**config.mk**
```make
export PLATFORM = sky130hd
export DESIGN_NAME = smc_seq_ctrl
export DESIGN_NICKNAME = d
export VERILOG_FILES = /design/src/rtl/smc_pkg.sv /design/src/rtl/smc_eval.sv /design/src/rtl/smc_seq_ctrl.sv
export SDC_FILE = /design/constraint.sdc
export NUM_CORES = 1
export LEC_CHECK = 0
export CAP_MARGIN = 20
export CORE_UTILIZATION = 52
export CTS_CLUSTER_DIAMETER = 50
export DETAILED_ROUTE_END_ITERATION = 7
export PLACE_DENSITY_LB_ADDON = 0.08
export SLEW_MARGIN = 10
export SYNTH_ARGS = -nofsm -noshare
export SYNTH_HDL_FRONTEND = slang
export SYNTH_HIERARCHICAL = 1
export SYNTH_SLANG_ARGS = --single-unit
```
**constraint.sdc**
```tcl
create_clock -name clk -period 17.9 [get_ports clk]
set_input_delay 5.37 -clock clk [delete_from_list [all_inputs] [get_ports clk]]
set_output_delay 5.37 -clock clk [all_outputs]
set_load 0.05 [all_outputs]
```
**src/rtl/smc_pkg.sv**
```systemverilog
// Shared types and constants for the transistor sequencing controller.
// Holds the FSM state type, job sizing and the output weights.
package smc_pkg;

    localparam int NUM_TX = 6;
    localparam int VAL_W  = 10;

    localparam int OUT_WA = 3;
    localparam int OUT_WB = 4;
    localparam int OUT_WC = 5;

    typedef enum logic [2:0] {
        ST_IDLE = 3'd0,
        ST_LOAD = 3'd1,
        ST_EVAL = 3'd2,
        ST_SUM  = 3'd3,
        ST_OUT  = 3'd4
    } smc_state_e;

    typedef struct packed {
        logic [2:0] w;
        logic [2:0] vgs;
        logic [2:0] vds;
    } smc_beat_t;

endpackage

```
**src/rtl/smc_eval.sv**
```systemverilog
// Combinational square-law evaluator for one transistor.
// Produces Id or gm (selected by id_sel), floored after divide by 3.
module smc_eval #(
    parameter int VAL_W = 10
) (
    input  logic [2:0]       w,
    input  logic [2:0]       v_gs,
    input  logic [2:0]       v_ds,
    input  logic             id_sel,
    output logic [VAL_W-1:0] value
);

    logic [9:0] w_e;
    logic [9:0] ds_e;
    logic [9:0] ov_e;
    logic [9:0] num;
    logic [9:0] quo;

    assign w_e  = {7'd0, w};
    assign ds_e = {7'd0, v_ds};
    assign ov_e = {7'd0, v_gs} - 10'd1;

    // Full-precision numerator per operating region, then divide.
    always_comb begin
        num = '0;
        if (v_gs <= 3'd1) begin
            num = '0;
        end else if (ov_e > ds_e) begin
            if (id_sel)
                num = w_e * ds_e * ((ov_e << 1) - ds_e);
            else
                num = (w_e * ds_e) << 1;
        end else begin
            if (id_sel)
                num = w_e * ov_e * ov_e;
            else
                num = (w_e * ov_e) << 1;
        end
        quo   = num / 10'd3;
        value = VAL_W'(quo);
    end

endmodule

```
**src/rtl/smc_seq_ctrl.sv**
```systemverilog
// Collects six transistor beats, ranks their values one per cycle
// through a shared evaluator, and emits a weighted sum of three.
module smc_seq_ctrl #(
    parameter int NUM_TX = 6,
    parameter int VAL_W  = 10
) (
    input  logic             clk,
    input  logic             rst,
    input  logic             in_valid,
    output logic             in_ready,
    input  logic [1:0]       mode,
    input  logic [2:0]       W,
    input  logic [2:0]       V_GS,
    input  logic [2:0]       V_DS,
    output logic             out_valid,
    input  logic             out_ready,
    output logic [VAL_W-1:0] out_n,
    output logic             busy
);

    import smc_pkg::*;

    smc_state_e       state;
    logic [2:0]       cnt;
    logic [1:0]       mode_q;
    smc_beat_t        slots  [NUM_TX];
    logic [VAL_W-1:0] sorted [NUM_TX];
    logic [VAL_W-1:0] ins    [NUM_TX];
    logic [VAL_W-1:0] ev;
    logic [VAL_W-1:0] out_q;
    logic [VAL_W+2:0] sum;
    smc_beat_t        beat;
    smc_beat_t        cur;

    assign beat      = '{w: W, vgs: V_GS, vds: V_DS};
    assign cur       = slots[cnt];
    assign in_ready  = (state == ST_IDLE) || (state == ST_LOAD);
    assign out_valid = (state == ST_OUT);
    assign busy      = (state != ST_IDLE);
    assign out_n     = out_q;

    smc_eval #(.VAL_W(VAL_W)) u_eval (
        .w      (cur.w),
        .v_gs   (cur.vgs),
        .v_ds   (cur.vds),
        .id_sel (mode_q[0]),
        .value  (ev)
    );

    // Insert the evaluated value into the descending list.
    always_comb begin
        ins[0] = (sorted[0] >= ev) ? sorted[0] : ev;
        for (int i = 1; i < NUM_TX; i++) begin
            if (sorted[i] >= ev)
                ins[i] = sorted[i];
            else if (sorted[i-1] < ev)
                ins[i] = sorted[i-1];
            else
                ins[i] = ev;
        end
    end

    // Weighted sum of the top or bottom three ranked values.
    always_comb begin
        logic [VAL_W+2:0] a, b, c;
        if (mode_q[1]) begin
            a = (VAL_W+3)'(sorted[0]);
            b = (VAL_W+3)'(sorted[1]);
            c = (VAL_W+3)'(sorted[2]);
        end else begin
            a = (VAL_W+3)'(sorted[3]);
            b = (VAL_W+3)'(sorted[4]);
            c = (VAL_W+3)'(sorted[5]);
        end
        if (mode_q[0])
            sum = (VAL_W+3)'(OUT_WA) * a
                + (VAL_W+3)'(OUT_WB) * b
                + (VAL_W+3)'(OUT_WC) * c;
        else
            sum = a + b + c;
    end

    // Job sequencing: load, evaluate, sum, then hold the result.
    always_ff @(posedge clk) begin
        if (rst) begin
            state  <= ST_IDLE;
            cnt    <= '0;
            mode_q <= '0;
            out_q  <= '0;
            for (int i = 0; i < NUM_TX; i++) begin
                sorted[i] <= '0;
                slots[i]  <= '0;
            end
        end else begin
            unique case (state)
                ST_IDLE: if (in_valid) begin
                    slots[0] <= beat;
                    cnt      <= 3'd1;
                    mode_q   <= mode;
                    state    <= ST_LOAD;
                    for (int i = 0; i < NUM_TX; i++)
                        sorted[i] <= '0;
                end
                ST_LOAD: if (in_valid) begin
                    slots[cnt] <= beat;
                    if (cnt == 3'(NUM_TX - 1)) begin
                        cnt   <= '0;
                        state <= ST_EVAL;
                    end else begin
                        cnt <= cnt + 3'd1;
                    end
                end
                ST_EVAL: begin
                    sorted <= ins;
                    if (cnt == 3'(NUM_TX - 1)) begin
                        cnt   <= '0;
                        state <= ST_SUM;
                    end else begin
                        cnt <= cnt + 3'd1;
                    end
                end
                ST_SUM: begin
                    out_q <= VAL_W'(sum);
                    state <= ST_OUT;
                end
                ST_OUT: if (out_ready)
                    state <= ST_IDLE;
                default: state <= ST_IDLE;
            endcase
        end
    end

endmodule

```
==> reports/summary.txt <==
largest net degree at the start of global routing - 44
sequential fraction of the synthesis area - 0.284
commonest non-fill, non-tap cell in the layout - ha_1
HP Class - flop to flop
Post-Syn Area - 0.0133 mm2
Crit path top cell by count - ha_1
CTS tree - yes
first-pass GRT wire length - 52.5 mm
TritonCTS buffer count - 17
status - complete, no violations
startpoint types - flop
VDD IR max - 0.0846 mV
Horiz. Die Dim - 162 um
CTS Buffer Depth - 2
FF-to-FF setup slack - 5020 ps
gate count of the mapped netlist - 1347
Max Slew Vio Count - 0
Yosys reg bits - 153
Setup CP Type - flop to flop
Pleak - 0.00632 uW
Die Ht - 162 um
Post-CTS Setup Bufs - 0
Root Driver - clkbuf_16
DR iter-0 viols - 600
Primary FF master, synth - dfxtp_1
# setup viols final - 0
input/output buffers - 27
DRC viols - 0
drt pass-1 iters - 5
worst-path maximum fanout - 18
Mapped Avg Cell Area - 9.90 um2
Layout area overhead - 8.92%
die area - 0.0263 mm2
post-synth cell types - 88
CORE AREA - 0.0252 mm2
Worst Tran Pin Value - 934 ps
RSZ-0062 raised after global routing - false
EDFF count, synth - 72
fill cell count - 2163
Rows - 58
Hold Crit Start - out_n[3]$_SDFFE_PP0P_
share of post-route cells with drive strength above 1 - 0.103
Final Hold Vio Count - 0
Reg clk slew, reported paths - 70 ps
antenna violations before repair - 0
vias in the first global route - 9836
asr flop ratio synth - 0
critical path capture point type - flop
hold depth - 2
Final Net Count - 1591
commonest cells after routing, fill and taps aside - ha_1, inv_1, nor2_1
clock skew - 21.2 ps
CP max stage cell - dfxtp_1
I/O pin cnt - 28
Final Util - 0.577
Sum Neg Setup Slack - 0 ps
initial core utilization - 0.530
final worst-path cycle share - 0.719
# hold bufs at CTS - 0
Via Count - 9843
Total Wirelength - 32.2 mm
critical path's largest stage delay - 940 ps
Power Density - 128 mW/mm2
clock sinks - 153
GP Congestion - 0.886
grt ovf - 0
Total GRT Usage - 0.257
CP Data Required Time - 18260 ps
routed len/inst - 18.9 um
R2R Path End - sorted[18]$_SDFFE_PP0P_
synthesized net count - 1577
post_cts resized - 0
Max Freq - 77.7 MHz
Skew-Pair Late Insertion Delay - 450 ps
Yosys Warn Count - 6
vias per inst - 5.78
CP arrival - 13230 ps
post-layout minimum cycle time - 12880 ps
Rel. slew slack - 0.377
diode count - 0
H-tree levels - 4
Hold EP - out_n[3]$_SDFFE_PP0P_
Final HPWL DP - 25.1 mm
max-cap violation count - 0
worst-case reg-to-reg path depth - 43
post-route antenna net violation count - 0
[state kept, by name, indices dropped and copies added (netlist names), named ones only]
| signal | count |
|---|---|
| cnt | 3 |
| mode_q | 2 |
| out_n | 10 |
| slots | 72 |
| sorted | 60 |
| state | 3 |
[synthesized netlist by cell type, types with 5 or more instances]
cell type	number	share of area
a211oi_1	12	0.0068
a21o_1	24	0.014
a21oi_1	51	0.019
a22o_1	10	0.0066
a31oi_1	9	0.0042
and2_1	33	0.015
and2_2	7	0.0039
and3_1	6	0.0028
buf_1	5	0.0014
buf_2	6	0.0023
clkbuf_1	29	0.0082
dfxtp_1	81	0.12
edfxtp_1	72	0.16
fa_1	68	0.10
ha_1	147	0.14
inv_1	131	0.037
mux2_2	30	0.025
mux2i_1	61	0.046
mux4_2	21	0.035
nand2_1	78	0.022
nand2b_1	16	0.0075
nand3_1	20	0.0075
nand4_1	11	0.0052
nor2_1	128	0.036
nor2b_1	22	0.010
nor3_1	24	0.0090
nor3b_1	5	0.0028
o211ai_1	7	0.0039
o21ai_0	36	0.014
o21ai_1	6	0.0023
o2bb2ai_1	51	0.033
or2_2	5	0.0023
or3_1	7	0.0033
xnor2_1	28	0.018
xor2_1	10	0.0066
[logic make-up (layout without fill, tap and decap cells)]
kind of cell / after synthesis / after routing / synth area share
adder cells (fa/ha/maj): 216 / 216 / 0.241
AO/OA/AOI/OAI: 255 / 255 / 0.137
flip-flops: 153 / 153 / 0.284
other: 1 / 1 / 0.000281
AND/OR/NAND/NOR: 385 / 385 / 0.142
buffers and inverters: 179 / 206 / 0.0540
multiplexers: 115 / 115 / 0.110
XOR/XNOR: 43 / 43 / 0.0325
[area by class of cell]
cell class / count / area, um2 / share of cell area
clock buffers: 17 / 425 / 0.0293
clock inverters: 15 / 189 / 0.0130
inverters: 132 / 495 / 0.0341
multi-input cells: 1015 / 8840 / 0.608
flip-flops and latches: 153 / 3780 / 0.260
well taps: 330 / 413 / 0.0284
repair buffers: 42 / 383 / 0.0264
[how the worst max path moves through the flow]
| stage | end | startpoint | cells past startpoint |
|---|---|---|---|
| 5_1_grt | sorted[14]$_SDFFE_PP0P_ | flop | 45 |
| 6_report | sorted[18]$_SDFFE_PP0P_ | flop | 43 |
| 3_3_place_gp | sorted[11]$_SDFFE_PP0P_ | flop | 44 |
| 2_1_floorplan | sorted[52]$_SDFFE_PP0P_ | flop | 48 |
| 3_5_place_dp | sorted[18]$_SDFFE_PP0P_ | flop | 44 |
| 4_1_cts | sorted[36]$_SDFFE_PP0P_ | flop | 44 |
[critical path, delay by kind of cell (launching register included)]
family	cells	cell delay, ps
flip-flops	1	940
multiplexers	5	1950
XOR/XNOR	1	530
AND/OR/NAND/NOR	10	1780
adder cells (fa/ha/maj)	12	4340
AO/OA/AOI/OAI	9	2370
buffers and inverters	6	860
[routing by layer]
| layer | up-vias | wire [um] | GRT usage |
|---|---|---|---|
| met5 | - | 0 | 0 |
| met4 | 0 | 708 | 0.0853 |
| met3 | 46 | 850 | 0.0278 |
| met2 | 190 | 16400 | 0.459 |
| met1 | 4784 | 14200 | 0.321 |
| li1 | 4823 | - | - |
[stage by stage]
step	setup slack (ps)	total power [uW]	std cells	area, um2	hold WS, ps
detailed placement	5250	1490	1672	13900	449
floorplan	6880	1230	1347	13300	432
finish	5020	1870	1704	14500	455
global placement	5510	1480	1672	13900	442
CTS	5180	1870	1704	14500	460
global route	4100	2020	1704	14500	473
[report_power, final]
part / internal [uW] / switching (uW) / total (uW) / leakage, uW
Combinational: 456 / 659 / 1110 / 0.00464
Sequential: 371 / 3.61 / 375 / 0.00138
Clock: 192 / 184 / 376 / 0.000299
No activity file was read; power rests on OpenSTA's default activity.
